<file path="src/rtl/int8_requant.sv">
// Three-stage int32 -> int8 requantizer: bias add, unsigned fixed-point scale,
// round-half-up arithmetic shift, optional ReLU and int8 saturation, with valid/ready flow.
module int8_requant #(
  parameter int SATCNT_W = 16
) (
  input  logic                clk,
  input  logic                rst,
  input  logic                in_valid,
  output logic                in_ready,
  input  logic [31:0]         in_acc,
  input  logic [31:0]         in_bias,
  input  logic [15:0]         in_scale,
  input  logic [4:0]          in_shift,
  input  logic                in_relu,
  input  logic                in_last,
  output logic                out_valid,
  input  logic                out_ready,
  output logic [7:0]          out_data,
  output logic                out_sat,
  output logic                out_last,
  output logic [SATCNT_W-1:0] sat_count
);

  localparam int DATA_W = 32;
  localparam int COEF_W = 16;
  localparam int STAGES = 3;
  localparam int PROD_W = DATA_W + COEF_W + 2;

  localparam logic signed [PROD_W-1:0] ONE  = PROD_W'(1);
  localparam logic signed [PROD_W-1:0] MAXV = PROD_W'(127);
  localparam logic signed [PROD_W-1:0] MINV = -PROD_W'(128);

  logic                      vld_p0, vld_p1, vld_p2;
  logic                      adv_p0, adv_p1, adv_p2;
  logic [STAGES-1:0]         vld_all;

  logic signed [DATA_W:0]    sum_p0;
  logic [COEF_W-1:0]         scale_p0;
  logic [4:0]                shift_p0, shift_p1;
  logic                      relu_p0, relu_p1;
  logic                      last_p0, last_p1;
  logic signed [PROD_W-1:0]  prod_p1;
  logic [7:0]                data_p2;
  logic                      sat_p2, last_p2;

  function automatic logic signed [PROD_W-1:0] mul_scale(
    input logic signed [DATA_W:0] s,
    input logic [COEF_W-1:0]      m
  );
    logic signed [PROD_W-1:0] se, me;
    se = PROD_W'(s);
    me = $signed(PROD_W'(m));
    return se * me;
  endfunction

  // Half toward +inf: add half an LSB of the result, then floor via arithmetic shift.
  function automatic logic signed [PROD_W-1:0] round_shift(
    input logic signed [PROD_W-1:0] p,
    input logic [4:0]               sh
  );
    logic signed [PROD_W-1:0] rnd;
    rnd = (sh == 5'd0) ? '0 : (ONE <<< (sh - 5'd1));
    return (p + rnd) >>> sh;
  endfunction

  // Returns {sat, data}; a ReLU clamp to zero is not counted as saturation.
  function automatic logic [8:0] sat_relu(
    input logic signed [PROD_W-1:0] r,
    input logic                     relu
  );
    logic signed [PROD_W-1:0] v;
    v = (relu && r[PROD_W-1]) ? '0 : r;
    if (v > MAXV)      return {1'b1, 8'h7f};
    else if (v < MINV) return {1'b1, 8'h80};
    else               return {1'b0, v[7:0]};
  endfunction

  assign vld_all  = {vld_p2, vld_p1, vld_p0};
  assign adv_p2   = !vld_all[2] || out_ready;
  assign adv_p1   = !vld_all[1] || adv_p2;
  assign adv_p0   = !vld_all[0] || adv_p1;
  assign in_ready = !rst && adv_p0;

  assign out_valid = vld_p2;
  assign out_data  = data_p2;
  assign out_sat   = sat_p2;
  assign out_last  = last_p2;

  always_ff @(posedge clk) begin
    if (rst) begin
      vld_p0    <= 1'b0;
      vld_p1    <= 1'b0;
      vld_p2    <= 1'b0;
      data_p2   <= '0;
      sat_p2    <= 1'b0;
      last_p2   <= 1'b0;
      sat_count <= '0;
    end else begin
      if (adv_p0) vld_p0 <= in_valid;
      if (adv_p1) vld_p1 <= vld_p0;
      // p1 -> p2: round, clamp, saturate into the output registers
      if (adv_p2) begin
        vld_p2 <= vld_p1;
        if (vld_p1) begin
          {sat_p2, data_p2} <= sat_relu(round_shift(prod_p1, shift_p1), relu_p1);
          last_p2           <= last_p1;
        end
      end
      if (out_valid && out_ready && sat_p2 && (sat_count != '1))
        sat_count <= sat_count + SATCNT_W'(1);
    end
  end

  always_ff @(posedge clk) begin
    // input -> p0: 33-bit bias add
    if (adv_p0 && in_valid) begin
      sum_p0   <= $signed({in_acc[31], in_acc}) + $signed({in_bias[31], in_bias});
      scale_p0 <= in_scale;
      shift_p0 <= in_shift;
      relu_p0  <= in_relu;
      last_p0  <= in_last;
    end
    // p0 -> p1: scale by zero-extended multiplier
    if (adv_p1 && vld_p0) begin
      prod_p1  <= mul_scale(sum_p0, scale_p0);
      shift_p1 <= shift_p0;
      relu_p1  <= relu_p0;
      last_p1  <= last_p0;
    end
  end

endmodule

</file>
<file path="config.mk">
export PLATFORM = sky130hd
export DESIGN_NAME = int8_requant
export DESIGN_NICKNAME = d
export VERILOG_FILES = /design/src/rtl/int8_requant.sv
export SDC_FILE = /design/constraint.sdc
export NUM_CORES = 2
export LEC_CHECK = 0
export CORE_UTILIZATION = 59
export DETAILED_ROUTE_END_ITERATION = 12
export GPL_TIMING_DRIVEN = 0
export MAX_ROUTING_LAYER = met4
export PLACE_DENSITY = 0.77
export RECOVER_POWER = 100
export SLEW_MARGIN = 10
export SYNTH_ARGS = -nofsm -noshare
export SYNTH_HDL_FRONTEND = slang
export SYNTH_SLANG_ARGS = --single-unit
</file>
<file path="constraint.sdc">
create_clock -name clk -period 9.6 [get_ports clk]
set_input_delay 1.92 -clock clk [delete_from_list [all_inputs] [get_ports clk]]
set_output_delay 1.92 -clock clk [all_outputs]
set_load 0.02 [all_outputs]
</file>
# After elaboration in Yosys (flattened, before gate mapping)
# Index checks and enable logic that the tools add are counted.
word_totals:
  reg_bits: 142
  inputBits: 91
  output_inout_bits: 28
  elab_cells: 46
classes:
  n_addsub: 4
  multipliers: 1
  n_lt_le_gt_ge: 2
  n_eq_ne: 1
  shift: 2
  muxes: 4
  reduce_logical: 16
op_table:
  columns: ["cell", "n"]
  rows:
  - ["50-bit 2-to-1 mux", 2]
  - ["50-bit adder", 1]
  - ["50-bit by 8-bit > comparator with 1-bit output (second input constant)", 1]
  - ["50-bit by 8-bit less-than comparator with 1-bit output (second input constant)", 1]
  - ["33-bit by 17-bit multiplier with 50-bit output", 1]
  - ["1-bit by 5-bit <<< shifter with 50-bit output (first input constant)", 1]
  - ["50-bit by 5-bit >>> shifter with 50-bit output", 1]
  - ["32-bit by 32-bit adder with 33-bit output", 1]
  - ["9-bit 2-to-1 mux", 2]
  - ["16-bit by 1-bit adder with 16-bit output (second input constant)", 1]
  - ["16-bit != test (second input constant)", 1]
  - ["1-bit logical AND", 7]
  - ["5-bit zero test", 1]
  - ["5-bit by 1-bit subtractor with 5-bit output (second input constant)", 1]
  - ["1-bit zero test", 4]
  - ["1-bit logical OR", 3]
  - ["2-bit AND reduction", 1]

# Longest topological paths before layout
depth:
  word_depth: 10
  depth_mapped: 30
  depth_no_buf: 29

# Worst setup path before layout
# Ideal clock, no wire load.
synth_path:
  path_type: "input-to-reg"
  start: "in out_ready"
  end: "reg last_p1 (enable)"
  setup_time_ns: 0.559
  t_arrival_ns: 6.167
  required_time_ns: 9.041
  path_slack_ns: 2.873
  path_stages: 2
  path_buffers: 0
  cell_sequence: "nor2b_1 -> a21boi_0"
synth_between:
  elab_chain_cells: 3
synth_lines:
  columns: ["element", "line", "rtl"]
  rows:
  - ["from (decl)", "17", "input logic out_ready,"]
  - ["1-bit logical OR", "79", "assign adv_p2 = !vld_all[2] || out_ready;"]
  - ["1-bit logical OR", "80", "assign adv_p1 = !vld_all[1] || adv_p2;"]
  - ["1-bit logical AND", "124", "if (adv_p1 && vld_p0) begin"]
  - ["to (signal assigned)", "128", "last_p1 <= last_p0;"]
  - ["to (decl)", "41", "logic last_p0, last_p1;"]
# Every way passes these cells.
# A chain may end at the register's enable or synchronous reset.

# Final worst setup path
layout_path:
  start: "reg shift_p1[2]"
  end: "reg data_p2[2], in the netlist out_data[2]"
layout_between:
  elab_chain_cells: 10
  elab_cells_between_ends: 12
  classes_between: "2 x add/sub; 2 x order compare; 2 x shift; 4 x mux; 2 x reduce/logical"
layout_lines:
  columns: ["element", "line", "rtl"]
  rows:
  - ["from (decl)", "39", "logic [4:0] shift_p0, shift_p1;"]
  - ["from (signal assigned)", "126", "shift_p1 <= shift_p0;"]
  - ["5-bit by 1-bit subtractor with 5-bit output", "62", "rnd = (sh == 5'd0) ? '0 : (ONE <<< (sh - 5'd1));"]
  - ["1-bit by 5-bit <<< shifter with 50-bit output", "62", null]
  - ["50-bit 2-to-1 mux", "62", null]
  - ["50-bit adder", "63", "return (p + rnd) >>> sh;"]
  - ["50-bit by 5-bit >>> shifter with 50-bit output (*)", "63", null]
  - ["1-bit logical AND", "72", "v = (relu && r[PROD_W-1]) ? '0 : r;"]
  - ["50-bit 2-to-1 mux (*)", "72", null]
  - ["50-bit by 8-bit less-than comparator with 1-bit output", "74", "else if (v < MINV) return {1'b1, 8'h80};"]
  - ["9-bit 2-to-1 mux", "74", null]
  - ["9-bit 2-to-1 mux (*)", "73", "if (v > MAXV) return {1'b1, 8'h7f};"]
  - ["to (signal assigned)", "105", "{sat_p2, data_p2} <= sat_relu(round_shift(prod_p1, shift_p1), relu_p1);"]
  - ["to (decl)", "43", "logic [7:0] data_p2;"]
# Mark *: on every way between the ends. The rest lies on a longest branch, timed or not.

==> impl_metrics.toml <==
[setup_path]
startpoint = "shift_p1[2]"
required_ps = 10030
r2r-start = "shift_p1[2]"
arrival_ps = 9550
rr_worst_depth = 26
cp-end-kind = "register"
worst-setup-path-type = "register to register"
critPathMaxFanout = 10
r2r_end = "out_data[2]"
start_kind = "register"
r2r_slack_ps = 480

[logic_synthesis]
yosysWarnings = 0
ys_types = 104
synth_compound_area_share_pct = 14.1
ys_ff_latch = 142
synth.area.mux_share_pct = 3.34
seq_area_frac_synth_pct = 12.6
postSynthAreaPerCell_um2 = 8.82
synth_top_area_share_pct = 32.1
synth_adder_area_share_pct = 39.4
synth_xor_area_share_pct = 3.31
synthCells = 3571
synth_area_leader_cell = "fa_1"
synth_top_family_by_area = "adder cells"
yosysMostFrequentCell = "inv_1"
synth-async-reset-ratio_pct = 0
yosys-top-cells-count = "inv_1 (565), fa_1 (505), nand2_1 (458)"
synth_nets = 4351
synth_area_mm2 = 0.0315
yosys_most_used_dff = "edfxtp_1"
synth_edf_count = 113
yosys.area_share.simple_pct = 18.2
yosys-top-cells-area = "fa_1 (32%), edfxtp_1 (11%), ha_1 (7.3%)"

[drt]
drtIter0Drc = 2409
wl_per_cell_um = 21.5
viasPerCell = 6.13
first_pass_iters = 7
route.detailed.drc = 0
wl_um = 94900
num_vias = 27100
postRouteAntennaNets = 0

[clock_network]
clk_latency_ps = 500
cts_tree = "yes"
clock-sinks = 142
cts_root_buf = "clkbuf_16"
htreeDepth = 4
cts_hold_buf = 0
clk_pin_slew_ps = 70
numCtsBuffers = 17
clockBufferDepth = 2

[floorplanning]
die_y_um = 233
die_area_mm2 = 0.0543
core_area_mm2 = 0.0527
die_w_um = 233
start_util_pct = 59.8
ioPinCount = 119
rows = 84

[finish]
area_growth_pct = 8.39
antenna_cells = 0
drive_gt1_share_pct = 3.65
nets = 4492

[global_routing]
antenna_found_initial = 0
grt_pass1_wl_um = 150000
grt_pass1_vias = 27100
grt_max_degree = 35
grt.overflow.total = 0
gr-usage-all-layers_pct = 37.4

[sta]
setup_viol = 0
period_share_pct = 95.0
final.setup.tns_ps = 0
rsz0062_at_grt = "no"
worstMarginPinSlew_ps = 1700
skew_ps = 18.6
fmaxAchievable_mhz = 110
hold_viol = 0
slew_viol_final = 84
slew_headroom_pct = -13.3
period_needed_ps = 9120

[place]
numPortBuffers = 118
place.gp.congestion = 1.06
hpwl_um = 79300

[hold_path]
min_from = "shift_p0[4]"
holdPathStages = 0
hp-class = "register to register"
whs_endpoint = "shift_p1[4]"

[run]
drv_cap = 3

[outcome]
violations = "capacitance limit, slew limit"
status = "finished with violations"
-- logic make-up (layout without fill, tap and decap cells) --
kind of cell,Yosys count,in the layout
AOI/OAI and AO/OA,614,614
muxes,74,74
buffers and inverters,751,905
DFF,142,142
other,1,1
adders and majority gates,689,689
and+or+nand+nor,1181,1181
xor gates and xnor gates,119,119
-- state kept, by name, indices dropped and copies added, names as in the netlist --
name       count
out_last       1
prod_p1       50
relu_p0        1
relu_p1        1
vld_p1         1
vld_p0         1
last_p0        1
shift_p1       5
scale_p0      16
last_p1        1
out_sat        1
sat_count     16
sum_p0        33
out_valid      1
out_data       8
shift_p0       5
-- stage by stage --
step	instances	area [um2]	setup slack, ps	util [%]	hold WS [ps]
6_report	4413	34100	484	64.8	424
5_1_grt	4413	34100	76.5	64.8	430
4_1_cts	4413	34200	438	65.0	427
3_5_place_dp	4381	33600	461	63.9	407
3_3_place_gp	4377	33500	249	63.7	404
2_1_floorplan	3571	31500	2870	-	400
-- routing by layer --
layer	wire length, um	global-route usage (%)	vias to the layer above
met5	0	-	-
met4	5540	19.7	0
met3	7750	6.31	320
met2	44100	59.1	1445
met1	37500	46.0	13200
li1	-	-	12100
-- cell usage in the layout (no fill, tap or decap), drive strengths merged, types with 29 or more instances in the layout --
master | Yosys | layout
a211oi | 45 | 45
a21o | 42 | 42
a21oi | 139 | 139
and2 | 228 | 228
buf | 36 | 34
clkbuf | 148 | 171
clkdlybuf4s50 | 0 | 64
dfxtp | 29 | 29
dlygate4sd3 | 0 | 54
edfxtp | 113 | 113
fa | 505 | 505
ha | 184 | 184
inv | 566 | 574
mux2i | 32 | 32
nand2 | 458 | 458
nand3 | 42 | 42
nand4 | 44 | 44
nor2 | 192 | 192
nor3 | 66 | 66
o211ai | 34 | 34
o21a | 32 | 32
o21ai | 85 | 85
xnor2 | 80 | 80
xor2 | 39 | 39
-- what timing repair did --
item / in CTS / in global routing
resized for setup: 0 / 2
hold endpoints to repair: 0 / 0
endpoints found under the setup margin: 0 / 8
buffers inserted: 0 / 0
-- worst max path at each step --
stage / to / cells past startpoint
5_1_grt: out_data[2] / 25
3_5_place_dp: out_sat / 23
3_3_place_gp: out_sat / 23
4_1_cts: out_sat / 23
2_1_floorplan: last_p1 / 2
6_report: out_data[2] / 26
-- layout make-up --
cell class,instances,area [um2]
sequential,142,3970
clock inverter,15,173
inverter,567,2130
multi-input combinational,2678,24600
fill,4389,18500
tap,688,861
buffer,184,729
timing repair buffer,122,1200
clock buffer,17,425
-- worst max-delay path, stage by stage (launching register included) --
cell,delay (ps)
edfxtp_1,330
clkbuf_1,490
clkbuf_1,420
clkbuf_1,560
clkbuf_1,610
clkbuf_1,570
clkbuf_1,540
nand3_1,400
nor2_1,190
ha_1,130
clkbuf_1,330
nand4_1,270
nor3_1,550
a311oi_4,260
buf_2,290
nor4_1,460
nor2_1,190
clkbuf_1,270
a221oi_1,510
a21oi_1,130
nand3b_1,210
nor4_1,410
a41oi_1,190
and4bb_1,300
or2_0,140
buf_6,140
o2bb2ai_1,120
Power is not shown: default switching activity piles up to over one toggle a cycle in this logic, so the estimate is an artifact.
